$ cat src/rtl/ejtag_dr_chain_if.sv
// Processor-access (PrAcc) bus between the core's debug-memory fetch path
// and the EJTAG data-register bank. The core issues the access (master);
// the EJTAG block completes it (slave).
interface ejtag_dr_chain_if #(
  parameter int ADDR_W = 32,
  parameter int DATA_W = 32
);
  logic              CORE_PA_REQ;
  logic              CORE_PA_WR;
  logic [ADDR_W-1:0] CORE_PA_ADDR;
  logic [DATA_W-1:0] CORE_PA_WDATA;
  logic              EJC_PA_ACK;
  logic [DATA_W-1:0] EJC_PA_RDATA;

  modport master (
    output CORE_PA_REQ, CORE_PA_WR, CORE_PA_ADDR, CORE_PA_WDATA,
    input  EJC_PA_ACK, EJC_PA_RDATA
  );

  modport slave (
    input  CORE_PA_REQ, CORE_PA_WR, CORE_PA_ADDR, CORE_PA_WDATA,
    output EJC_PA_ACK, EJC_PA_RDATA
  );
endinterface

$ cat src/rtl/ejtag_dr_chain.sv
// EJTAG data-register bank: ADDRESS / DATA / CONTROL scan registers on the
// extended scan path, plus the PrAcc handshake that lets the probe service
// the core's debug-memory accesses.
module ejtag_dr_chain #(
  parameter int ADDR_W = 32,
  parameter int DATA_W = 32
) (
  input  logic       JTAG_CLOCK,
  input  logic       reset_N,
  input  logic [4:0] JTAG_IR,
  input  logic       JTAG_CAPTURE,
  input  logic       JTAG_SHIFT_DR,
  input  logic       JTAG_UPDATE,
  input  logic       JTAG_ESCANIN,
  output logic       JTAG_ESCANOUT,
  input  logic       CORE_DM,
  input  logic       CORE_RST_OCC,
  output logic       EJC_PRRST,
  output logic       EJC_PROBEN,
  output logic       EJC_PROBTRAP,
  output logic       EJC_EJTAGBRK,
  ejtag_dr_chain_if.slave pa
);

  localparam logic [4:0] IR_ADDRESS = 5'b0_1000;
  localparam logic [4:0] IR_DATA    = 5'b0_1001;
  localparam logic [4:0] IR_CONTROL = 5'b0_1010;
  localparam logic [4:0] IR_ALL     = 5'b0_1011;

  // Bit positions inside the CONTROL register
  localparam int B_ROCC     = 31;
  localparam int B_PRNW     = 19;
  localparam int B_PRACC    = 18;
  localparam int B_PRRST    = 16;
  localparam int B_PROBEN   = 15;
  localparam int B_PROBTRAP = 14;
  localparam int B_EJTAGBRK = 12;
  localparam int B_DM       = 3;

  typedef enum logic [1:0] {
    ST_IDLE,
    ST_PEND,
    ST_ACK,
    ST_DROP
  } pa_state_t;

  pa_state_t         state_reg;

  logic [ADDR_W-1:0] addr_sr_reg;
  logic [DATA_W-1:0] data_sr_reg;
  logic [31:0]       ctrl_sr_reg;
  logic              bypass_reg;

  logic [ADDR_W-1:0] addr_hold_reg;
  logic [DATA_W-1:0] data_hold_reg;

  logic              rocc_reg;
  logic              prrst_reg;
  logic              proben_reg;
  logic              probtrap_reg;
  logic              ejtagbrk_reg;
  logic              dm_prev_reg;

  logic              ack_reg;
  logic [DATA_W-1:0] rdata_reg;

  logic              sel_addr;
  logic              sel_data;
  logic              sel_ctrl;
  logic              sel_all;
  logic              upd_ctrl;
  logic              upd_data;
  logic              dm_rise;
  logic [31:0]       ctrl_image;

  assign sel_addr = (JTAG_IR == IR_ADDRESS);
  assign sel_data = (JTAG_IR == IR_DATA);
  assign sel_ctrl = (JTAG_IR == IR_CONTROL);
  assign sel_all  = (JTAG_IR == IR_ALL);

  assign upd_ctrl = JTAG_UPDATE && (sel_ctrl || sel_all);
  assign upd_data = JTAG_UPDATE && (sel_data || sel_all);
  assign dm_rise  = CORE_DM && !dm_prev_reg;

  // Live view of the CONTROL register as seen by Capture-DR
  always_comb begin
    ctrl_image             = '0;
    ctrl_image[B_ROCC]     = rocc_reg;
    ctrl_image[B_PRNW]     = pa.CORE_PA_WR;
    ctrl_image[B_PRACC]    = (state_reg == ST_PEND);
    ctrl_image[B_PRRST]    = prrst_reg;
    ctrl_image[B_PROBEN]   = proben_reg;
    ctrl_image[B_PROBTRAP] = probtrap_reg;
    ctrl_image[B_EJTAGBRK] = ejtagbrk_reg;
    ctrl_image[B_DM]       = CORE_DM;
  end

  // Capture and shift of the scan registers; ALL concatenates CONTROL->DATA->ADDRESS
  always_ff @(posedge JTAG_CLOCK or negedge reset_N) begin
    if (!reset_N) begin
      addr_sr_reg <= '0;
      data_sr_reg <= '0;
      ctrl_sr_reg <= '0;
      bypass_reg  <= 1'b0;
    end else if (JTAG_CAPTURE) begin
      addr_sr_reg <= addr_hold_reg;
      data_sr_reg <= data_hold_reg;
      ctrl_sr_reg <= ctrl_image;
      bypass_reg  <= 1'b0;
    end else if (JTAG_SHIFT_DR) begin
      if (sel_addr) begin
        addr_sr_reg <= {JTAG_ESCANIN, addr_sr_reg[ADDR_W-1:1]};
      end else if (sel_data) begin
        data_sr_reg <= {JTAG_ESCANIN, data_sr_reg[DATA_W-1:1]};
      end else if (sel_ctrl) begin
        ctrl_sr_reg <= {JTAG_ESCANIN, ctrl_sr_reg[31:1]};
      end else if (sel_all) begin
        ctrl_sr_reg <= {JTAG_ESCANIN, ctrl_sr_reg[31:1]};
        data_sr_reg <= {ctrl_sr_reg[0], data_sr_reg[DATA_W-1:1]};
        addr_sr_reg <= {data_sr_reg[0], addr_sr_reg[ADDR_W-1:1]};
      end else begin
        bypass_reg  <= JTAG_ESCANIN;
      end
    end
  end

  // Serial output: LSB of the selected chain (ADDRESS is the tail of ALL)
  always_comb begin
    JTAG_ESCANOUT = bypass_reg;
    if (sel_addr || sel_all) begin
      JTAG_ESCANOUT = addr_sr_reg[0];
    end else if (sel_data) begin
      JTAG_ESCANOUT = data_sr_reg[0];
    end else if (sel_ctrl) begin
      JTAG_ESCANOUT = ctrl_sr_reg[0];
    end
  end

  // Writable CONTROL bits, reset-occurred flag and debug-break request
  always_ff @(posedge JTAG_CLOCK or negedge reset_N) begin
    if (!reset_N) begin
      rocc_reg     <= 1'b1;
      prrst_reg    <= 1'b0;
      proben_reg   <= 1'b0;
      probtrap_reg <= 1'b0;
      ejtagbrk_reg <= 1'b0;
      dm_prev_reg  <= 1'b0;
    end else begin
      dm_prev_reg <= CORE_DM;
      // A fresh reset event must never be lost to a simultaneous clear
      if (CORE_RST_OCC) begin
        rocc_reg <= 1'b1;
      end else if (upd_ctrl && !ctrl_sr_reg[B_ROCC]) begin
        rocc_reg <= 1'b0;
      end
      if (upd_ctrl) begin
        prrst_reg    <= ctrl_sr_reg[B_PRRST];
        proben_reg   <= ctrl_sr_reg[B_PROBEN];
        probtrap_reg <= ctrl_sr_reg[B_PROBTRAP];
      end
      // Entering debug mode means the break was taken; that wins over a new request
      if (dm_rise) begin
        ejtagbrk_reg <= 1'b0;
      end else if (upd_ctrl && ctrl_sr_reg[B_EJTAGBRK]) begin
        ejtagbrk_reg <= 1'b1;
      end
    end
  end

  // PrAcc handshake FSM with the ADDRESS/DATA holding registers it owns
  always_ff @(posedge JTAG_CLOCK or negedge reset_N) begin
    if (!reset_N) begin
      state_reg     <= ST_IDLE;
      addr_hold_reg <= '0;
      data_hold_reg <= '0;
      ack_reg       <= 1'b0;
      rdata_reg     <= '0;
    end else begin
      ack_reg <= 1'b0;
      if (upd_data) begin
        data_hold_reg <= data_sr_reg;
      end
      case (state_reg)
        ST_IDLE: begin
          if (pa.CORE_PA_REQ && proben_reg) begin
            state_reg     <= ST_PEND;
            addr_hold_reg <= pa.CORE_PA_ADDR;
            // Core write data takes precedence over a coincident DATA update
            if (pa.CORE_PA_WR) begin
              data_hold_reg <= pa.CORE_PA_WDATA;
            end
          end
        end
        ST_PEND: begin
          if (upd_ctrl && !ctrl_sr_reg[B_PRACC]) begin
            state_reg <= ST_ACK;
            ack_reg   <= 1'b1;
            // An ALL update delivers the data in the same cycle as the release
            rdata_reg <= upd_data ? data_sr_reg : data_hold_reg;
          end
        end
        ST_ACK: begin
          state_reg <= ST_DROP;
        end
        ST_DROP: begin
          if (!pa.CORE_PA_REQ) begin
            state_reg <= ST_IDLE;
          end
        end
        default: begin
          state_reg <= ST_IDLE;
        end
      endcase
    end
  end

  assign pa.EJC_PA_ACK   = ack_reg;
  assign pa.EJC_PA_RDATA = rdata_reg;
  assign EJC_PRRST       = prrst_reg;
  assign EJC_PROBEN      = proben_reg;
  assign EJC_PROBTRAP    = probtrap_reg;
  assign EJC_EJTAGBRK    = ejtagbrk_reg;

endmodule

$ cat src/flat_wrapper.sv
// flat-port wrapper written by rule: the top's interface ports become plain ports
module ejtag_dr_chain_flat 
#(
  parameter int ADDR_W = 32,
  parameter int DATA_W = 32
)
  (JTAG_CLOCK, reset_N, JTAG_IR, JTAG_CAPTURE, JTAG_SHIFT_DR, JTAG_UPDATE, JTAG_ESCANIN, JTAG_ESCANOUT, CORE_DM, CORE_RST_OCC, EJC_PRRST, EJC_PROBEN, EJC_PROBTRAP, EJC_EJTAGBRK, pa_CORE_PA_REQ, pa_CORE_PA_WR, pa_CORE_PA_ADDR, pa_CORE_PA_WDATA, pa_EJC_PA_ACK, pa_EJC_PA_RDATA);
  ejtag_dr_chain_if #(.ADDR_W(ADDR_W), .DATA_W(DATA_W)) pa_i ();
  input  logic JTAG_CLOCK;
  input  logic reset_N;
  input  logic [4:0] JTAG_IR;
  input  logic JTAG_CAPTURE;
  input  logic JTAG_SHIFT_DR;
  input  logic JTAG_UPDATE;
  input  logic JTAG_ESCANIN;
  output logic JTAG_ESCANOUT;
  input  logic CORE_DM;
  input  logic CORE_RST_OCC;
  output logic EJC_PRRST;
  output logic EJC_PROBEN;
  output logic EJC_PROBTRAP;
  output logic EJC_EJTAGBRK;
  input wire logic [$bits(pa_i.CORE_PA_REQ)-1:0] pa_CORE_PA_REQ;
  input wire logic [$bits(pa_i.CORE_PA_WR)-1:0] pa_CORE_PA_WR;
  input wire logic [$bits(pa_i.CORE_PA_ADDR)-1:0] pa_CORE_PA_ADDR;
  input wire logic [$bits(pa_i.CORE_PA_WDATA)-1:0] pa_CORE_PA_WDATA;
  output wire logic [$bits(pa_i.EJC_PA_ACK)-1:0] pa_EJC_PA_ACK;
  output wire logic [$bits(pa_i.EJC_PA_RDATA)-1:0] pa_EJC_PA_RDATA;
  assign pa_i.CORE_PA_REQ = pa_CORE_PA_REQ;
  assign pa_i.CORE_PA_WR = pa_CORE_PA_WR;
  assign pa_i.CORE_PA_ADDR = pa_CORE_PA_ADDR;
  assign pa_i.CORE_PA_WDATA = pa_CORE_PA_WDATA;
  assign pa_EJC_PA_ACK = pa_i.EJC_PA_ACK;
  assign pa_EJC_PA_RDATA = pa_i.EJC_PA_RDATA;
  ejtag_dr_chain #(.ADDR_W(ADDR_W), .DATA_W(DATA_W)) u_core (.JTAG_CLOCK(JTAG_CLOCK), .reset_N(reset_N), .JTAG_IR(JTAG_IR), .JTAG_CAPTURE(JTAG_CAPTURE), .JTAG_SHIFT_DR(JTAG_SHIFT_DR), .JTAG_UPDATE(JTAG_UPDATE), .JTAG_ESCANIN(JTAG_ESCANIN), .JTAG_ESCANOUT(JTAG_ESCANOUT), .CORE_DM(CORE_DM), .CORE_RST_OCC(CORE_RST_OCC), .EJC_PRRST(EJC_PRRST), .EJC_PROBEN(EJC_PROBEN), .EJC_PROBTRAP(EJC_PROBTRAP), .EJC_EJTAGBRK(EJC_EJTAGBRK), .pa(pa_i));
endmodule
$ cat config.mk
export PLATFORM = sky130hd
export DESIGN_NAME = ejtag_dr_chain_flat
export DESIGN_NICKNAME = d
export VERILOG_FILES = /design/src/rtl/ejtag_dr_chain_if.sv /design/src/rtl/ejtag_dr_chain.sv /design/src/flat_wrapper.sv
export SDC_FILE = /design/constraint.sdc
export NUM_CORES = 1
export LEC_CHECK = 0
export ABC_AREA = 1
export ABC_CLOCK_PERIOD_IN_PS = 1500
export CORE_MARGIN = 5
export CORE_UTILIZATION = 33
export CTS_CLUSTER_SIZE = 8
export DETAILED_ROUTE_END_ITERATION = 10
export PLACE_DENSITY = 0.65
export RECOVER_POWER = 50
export SLEW_MARGIN = 10
export SYNTH_ARGS = -nofsm -noshare
export SYNTH_HDL_FRONTEND = slang
export SYNTH_SLANG_ARGS = --single-unit
$ cat constraint.sdc
create_clock -name JTAG_CLOCK -period 1.5 [get_ports JTAG_CLOCK]
set_input_delay 0.3 -clock JTAG_CLOCK [delete_from_list [all_inputs] [get_ports JTAG_CLOCK]]
set_output_delay 0.3 -clock JTAG_CLOCK [all_outputs]
set_load 0.1 [all_outputs]
* After elaboration in Yosys (flattened, before gate mapping)
Index checks and enable logic that the tools add are counted.
Word-level totals: logic and storage cells 100, register bits 202
Cells by class: reductions and logical operators 27, equal/unequal tests 17, mux-type cells 41
Operators with widths (number):
- 2-to-1 mux 32 bit | 22
- equality test 5 x 4 -> 1 bit (second input constant) | 4
- 2-to-1 mux 1 bit | 15
- inequality test 2 bit (second input constant) | 6
- AND reduction 4 bit | 3
- inequality test 3 x 2 -> 1 bit (second input constant) | 3
- nonzero test 3 bit | 3
- case mux 2 bit (4 select lines) | 1
- logical AND 1 bit | 7
- 2-to-1 mux 2 bit | 3
- nonzero test 2 bit | 3
- AND reduction 5 bit | 1
- equality test 2 bit (second input constant) | 2
- AND reduction 2 bit | 2
- logical NOT 1 bit | 3
- logical OR 1 bit | 3
- AND reduction 3 bit | 1
- equality test 2 x 1 -> 1 bit (second input constant) | 1
- logical NOT 2 bit | 1
- inequality test 2 x 1 -> 1 bit (second input constant) | 1

* Depth between registers and ports, before layout
depth after elaboration 7, mapped depth 9, mapped depth without buffers 9

* Worst setup path before layout
OpenSTA, ideal clock, no wires.
path type input -> output, start point in JTAG_IR[2], end point out JTAG_ESCANOUT, path buffers 0, data required time 1.200 ns, slack -1.060 ns, arrival 2.260 ns, stages on the path 7, path through inv_1 -> nand3_2 -> inv_1 -> nand2_1 -> nor2_1 -> nor2_1 -> a21oi_1
On the way: cells in the longest elaborated chain, start to end 4
RTL lines:
- start, declared | line flat_wrapper.sv:11 | input logic [4:0] JTAG_IR;
- equality test 5 x 4 -> 1 bit | line ejtag_dr_chain.sv:78 | assign sel_ctrl = (JTAG_IR == IR_CONTROL);
- 2-to-1 mux 1 bit | line ejtag_dr_chain.sv:134 | end else if (sel_ctrl) begin
- 2-to-1 mux 1 bit | line ejtag_dr_chain.sv:132 | end else if (sel_data) begin
- 2-to-1 mux 1 bit * | line ejtag_dr_chain.sv:130 | if (sel_addr || sel_all) begin
- end, declared | line flat_wrapper.sv:16 | output logic JTAG_ESCANOUT;
Every way passes the cells marked *; elsewhere a longest branch is shown, timed or not.

* Worst setup path after layout
start point reg u_core.ctrl_sr_reg[0], end point out JTAG_ESCANOUT
On the way: cells in the longest elaborated chain, start to end 3
RTL lines:
- start, declared | line ejtag_dr_chain.sv:51 | logic [31:0] ctrl_sr_reg;
- start signal, assigned | line ejtag_dr_chain.sv:108 | ctrl_sr_reg <= ctrl_image;
- start signal, assigned | line ejtag_dr_chain.sv:116 | ctrl_sr_reg <= {JTAG_ESCANIN, ctrl_sr_reg[31:1]};
- start signal, assigned | line ejtag_dr_chain.sv:118 | ctrl_sr_reg <= {JTAG_ESCANIN, ctrl_sr_reg[31:1]};
- 2-to-1 mux 1 bit | line ejtag_dr_chain.sv:134
- 2-to-1 mux 1 bit | line ejtag_dr_chain.sv:132
- 2-to-1 mux 1 bit | line ejtag_dr_chain.sv:130
Every way passes these cells.

==> summary.md <==
| Metric | Value |
|---|---|
| CP top delay family | flip-flops |
| Min-Delay Path Class | input port to flop |
| Placed Area | 0.0116 mm2 |
| Filler cell count | 2537 |
| Drt first pass iters | 5 |
| Crit Path Max Fanout | 2 |
| Fin Clk Skew | 12.2 ps |
| Initial core utilization | 33.3% |
| Reg2Reg Depth | 8 |
| Hold violation total from the final report | 0 |
| Total GRT Usage | 14.1% |
| DIE AREA | 0.0314 mm2 |
| Final setup fails | 21 |
| Sum of negative setup slack | -1150 ps |
| TritonCTS Sinks | 202 |
| Pwr/cell area | 1570 mW/mm2 |
| Mapped Cells | 1020 |
| CP max-delay cell | dfrtp_1 |
| CTS Buffer Depth | 3 |
| CP cell instances | inv_1, nand4_1, nand3_2, a21oi_4, buf_12 |
| Number of synthesized flops with an enable pin | 0 |
| Yosys reg bits | 202 |
| Top post-synthesis cells by count | nand2_1 (331), dfrtp_1 (201), o21ai_0 (153) |
| Peak VDD IR | 0.813 mV |
| Final ANT Viol Nets | 0 |
| Die Wd | 177 um |
| Fmax | 563 MHz |
| Leak Pwr | 6.27 nW |
| Gpl congestion | 0.802 |
| Clock tree from TritonCTS | done |
| RSZ-0062 raised after global routing | yes |
| Most common cell in the netlist | nand2_1 |
| Netlist Area Pre-Place | 0.00921 mm2 |
| Hold Path Sink | u_core.addr_sr_reg[31] |
| Post-synth top area share | 54.6% |
| IO Port Bufs | 116 |
| Syn-to-layout area delta | 43.6% |
| Final nets | 1272 |
| YS warnings | 0 |
| CP bufs+invs | 2 |
| Layout cells sized above 1 | 22.4% |
| Final worst slack | -275 ps |
| First-pass GRT wire length | 36700 um |
| Max-Cap Viols | 0 |
| Hold depth | 5 |
| Number of global-route vias before repair | 7212 |
| Slew HR | 21.0% |
| Syn nets | 1104 |
| DR iter-0 viols | 567 |
| Area leader, netlist | dfrtp_1 |
| DR vias | 7478 |
| Slew Limit Fails | 0 |
| Core Box Area | 0.0277 mm2 |
| Worst skew pair latency | 520 ps |
| R2r setup slk | -80 ps |
| Util after Layout | 47.7% |
| CP Data Arrival Time | 1480 ps |
| # IOs | 117 |
| HP Start | JTAG_CAPTURE |
| Seq/Total Area, Yosys | 54.9% |
| CTS clk-pin slew, worst paths | 50 ps |
| Synth unique cells | 31 |
| Largest net degree at the start of global routing | 50 |
| Synth area leaders | dfrtp_1 (55%), nand2_1 (13%), o21ai_0 (8.3%) |
| Worst reg2reg path startpoint | u_core.state_reg[1] |
| Violated checks | setup timing |
| Min Clock Period, post-route | 1780 ps |
| Via/cell ratio | 4.74 |
| WP data required | 1200 ps |
| DIE HEIGHT | 177 um |
| DRC errors left | 0 |
| Cell Rows | 61 |
| Design area | 0.0132 mm2 |
| DR WL/cell | 15.1 um |
| Asr flop ratio synth | 100% |
| Worst r2r dst | u_core.addr_hold_reg[19] |
| Critical path class | flop to primary output |
| Type of origin of the critical path | flop |
| Crit path largest cell delay | 370 ps |
| Worst slew pin tran | 1190 ps |
| CP endpoint kind | primary output |
| Syn Area/Cell | 9.03 um2 |
| H-tree levels | 1 |
| Final WL | 23900 um |
| Total gr overflow | 0 |
| Post-synth top flop | dfrtp_1 |
| Post-DP HPWL | 15000 um |
| Status | finished, violations left |
| CTS root buffer | clkbuf_16 |
| Antenna violations before repair | 1 |
| N_diodes | 0 |
| Final period utilization | 118% |
| Number of CTS-inserted buffers | 29 |
[tightest hold or removal path: cells and delay by family]
kind	cells	cell delay, ps
buffers and inverters	1	130
AND/OR/NAND/NOR	4	340
[how the worst max path moves through the flow]
stage	to	depth (start not counted)	start	slack, ps
after floorplan	JTAG_ESCANOUT	6	JTAG_IR[3]	-100
after global placement	JTAG_ESCANOUT	9	JTAG_IR[3]	-560
after detailed placement	JTAG_ESCANOUT	9	JTAG_IR[3]	-590
after CTS	JTAG_ESCANOUT	5	u_core.data_sr_reg[0]	-300
after global routing	JTAG_ESCANOUT	5	u_core.data_sr_reg[0]	-340
final	JTAG_ESCANOUT	5	u_core.ctrl_sr_reg[0]	-280
[routing by layer]
| metal | GRT usage, % | routed length [um] | vias to the layer above |
|---|---|---|---|
| li1 | - | - | 3664 |
| met1 | 20.1 | 10900 | 3596 |
| met2 | 22.7 | 11100 | 178 |
| met3 | 2.88 | 1400 | 38 |
| met4 | 2.71 | 429 | 2 |
| met5 | 0 | 13 | - |
[timing repair]
item                                    in CTS  in global routing
pin swaps                                    8                 11
endpoints found under the hold margin       36                  0
setup buffers                               10                  6
gates cloned                                 3                 11
hold buffers                                 1                  0
resized for setup                           41                 82
endpoints found under the setup margin      60                 97
[through the flow]
stage / worst slack [ps] / std cells / total power (W) / hold slack (ps)
2_1_floorplan: -103 / 1020 / 0.0119 / 4.41
3_3_place_gp: -564 / 1506 / 0.0142 / 276
3_5_place_dp: -591 / 1506 / 0.0143 / 280
4_1_cts: -302 / 1562 / 0.0206 / 239
5_1_grt: -338 / 1577 / 0.0218 / 303
6_report: -275 / 1577 / 0.0207 / 299
[cell usage in the layout, fill, tap and decap left out, types with 5 or more instances in the layout]
cell	netlist	final
nand2_2	3	5
a31oi_4	0	5
inv_2	4	7
clkdlybuf4s50_1	0	70
dfrtp_1	201	200
o21ai_1	6	18
buf_8	0	6
nor2_1	37	9
dlygate4sd2_1	0	5
mux2_4	0	32
clkbuf_1	17	12
nand3_1	34	33
mux2i_1	31	31
clkbuf_16	0	36
buf_4	0	41
o21ai_2	12	13
nor2_2	4	17
inv_1	56	50
nand2_1	331	327
nor2_4	2	17
buf_12	0	57
buf_6	10	5
a31oi_1	31	23
o21ai_0	153	140
[final cells by class]
type | instances | area (um2) | area share [%]
clock buffer | 41 | 771 | 5.83
clock inverter | 1 | 30.0 | 0.227
inverter | 60 | 240 | 1.82
multi-input combinational | 699 | 4060 | 30.7
sequential | 202 | 5060 | 38.3
tap | 378 | 473 | 3.58
timing repair buffer | 196 | 2590 | 19.6
[kinds of logic (layout without fill, tap and decap cells)]
family	count (synthesis)	count (layout)	synth area share, %
AOI/OAI and AO/OA	207	207	12.2
muxes	63	63	7.28
adders and majority gates	5	5	0.679
DFF	202	202	54.9
and+or+nand+nor	423	424	18.8
buffers and inverters	120	298	6.14
[report_power, final]
| group | switching, W | leakage (nW) | internal [W] | total, W |
|---|---|---|---|---|
| logic | 0.00383 | 3.20 | 0.00294 | 0.00677 |
| registers | 0.00101 | 2.68 | 0.00707 | 0.00808 |
| clock network | 0.00224 | 0.386 | 0.00365 | 0.00588 |
(Power assumes the default switching activity.)
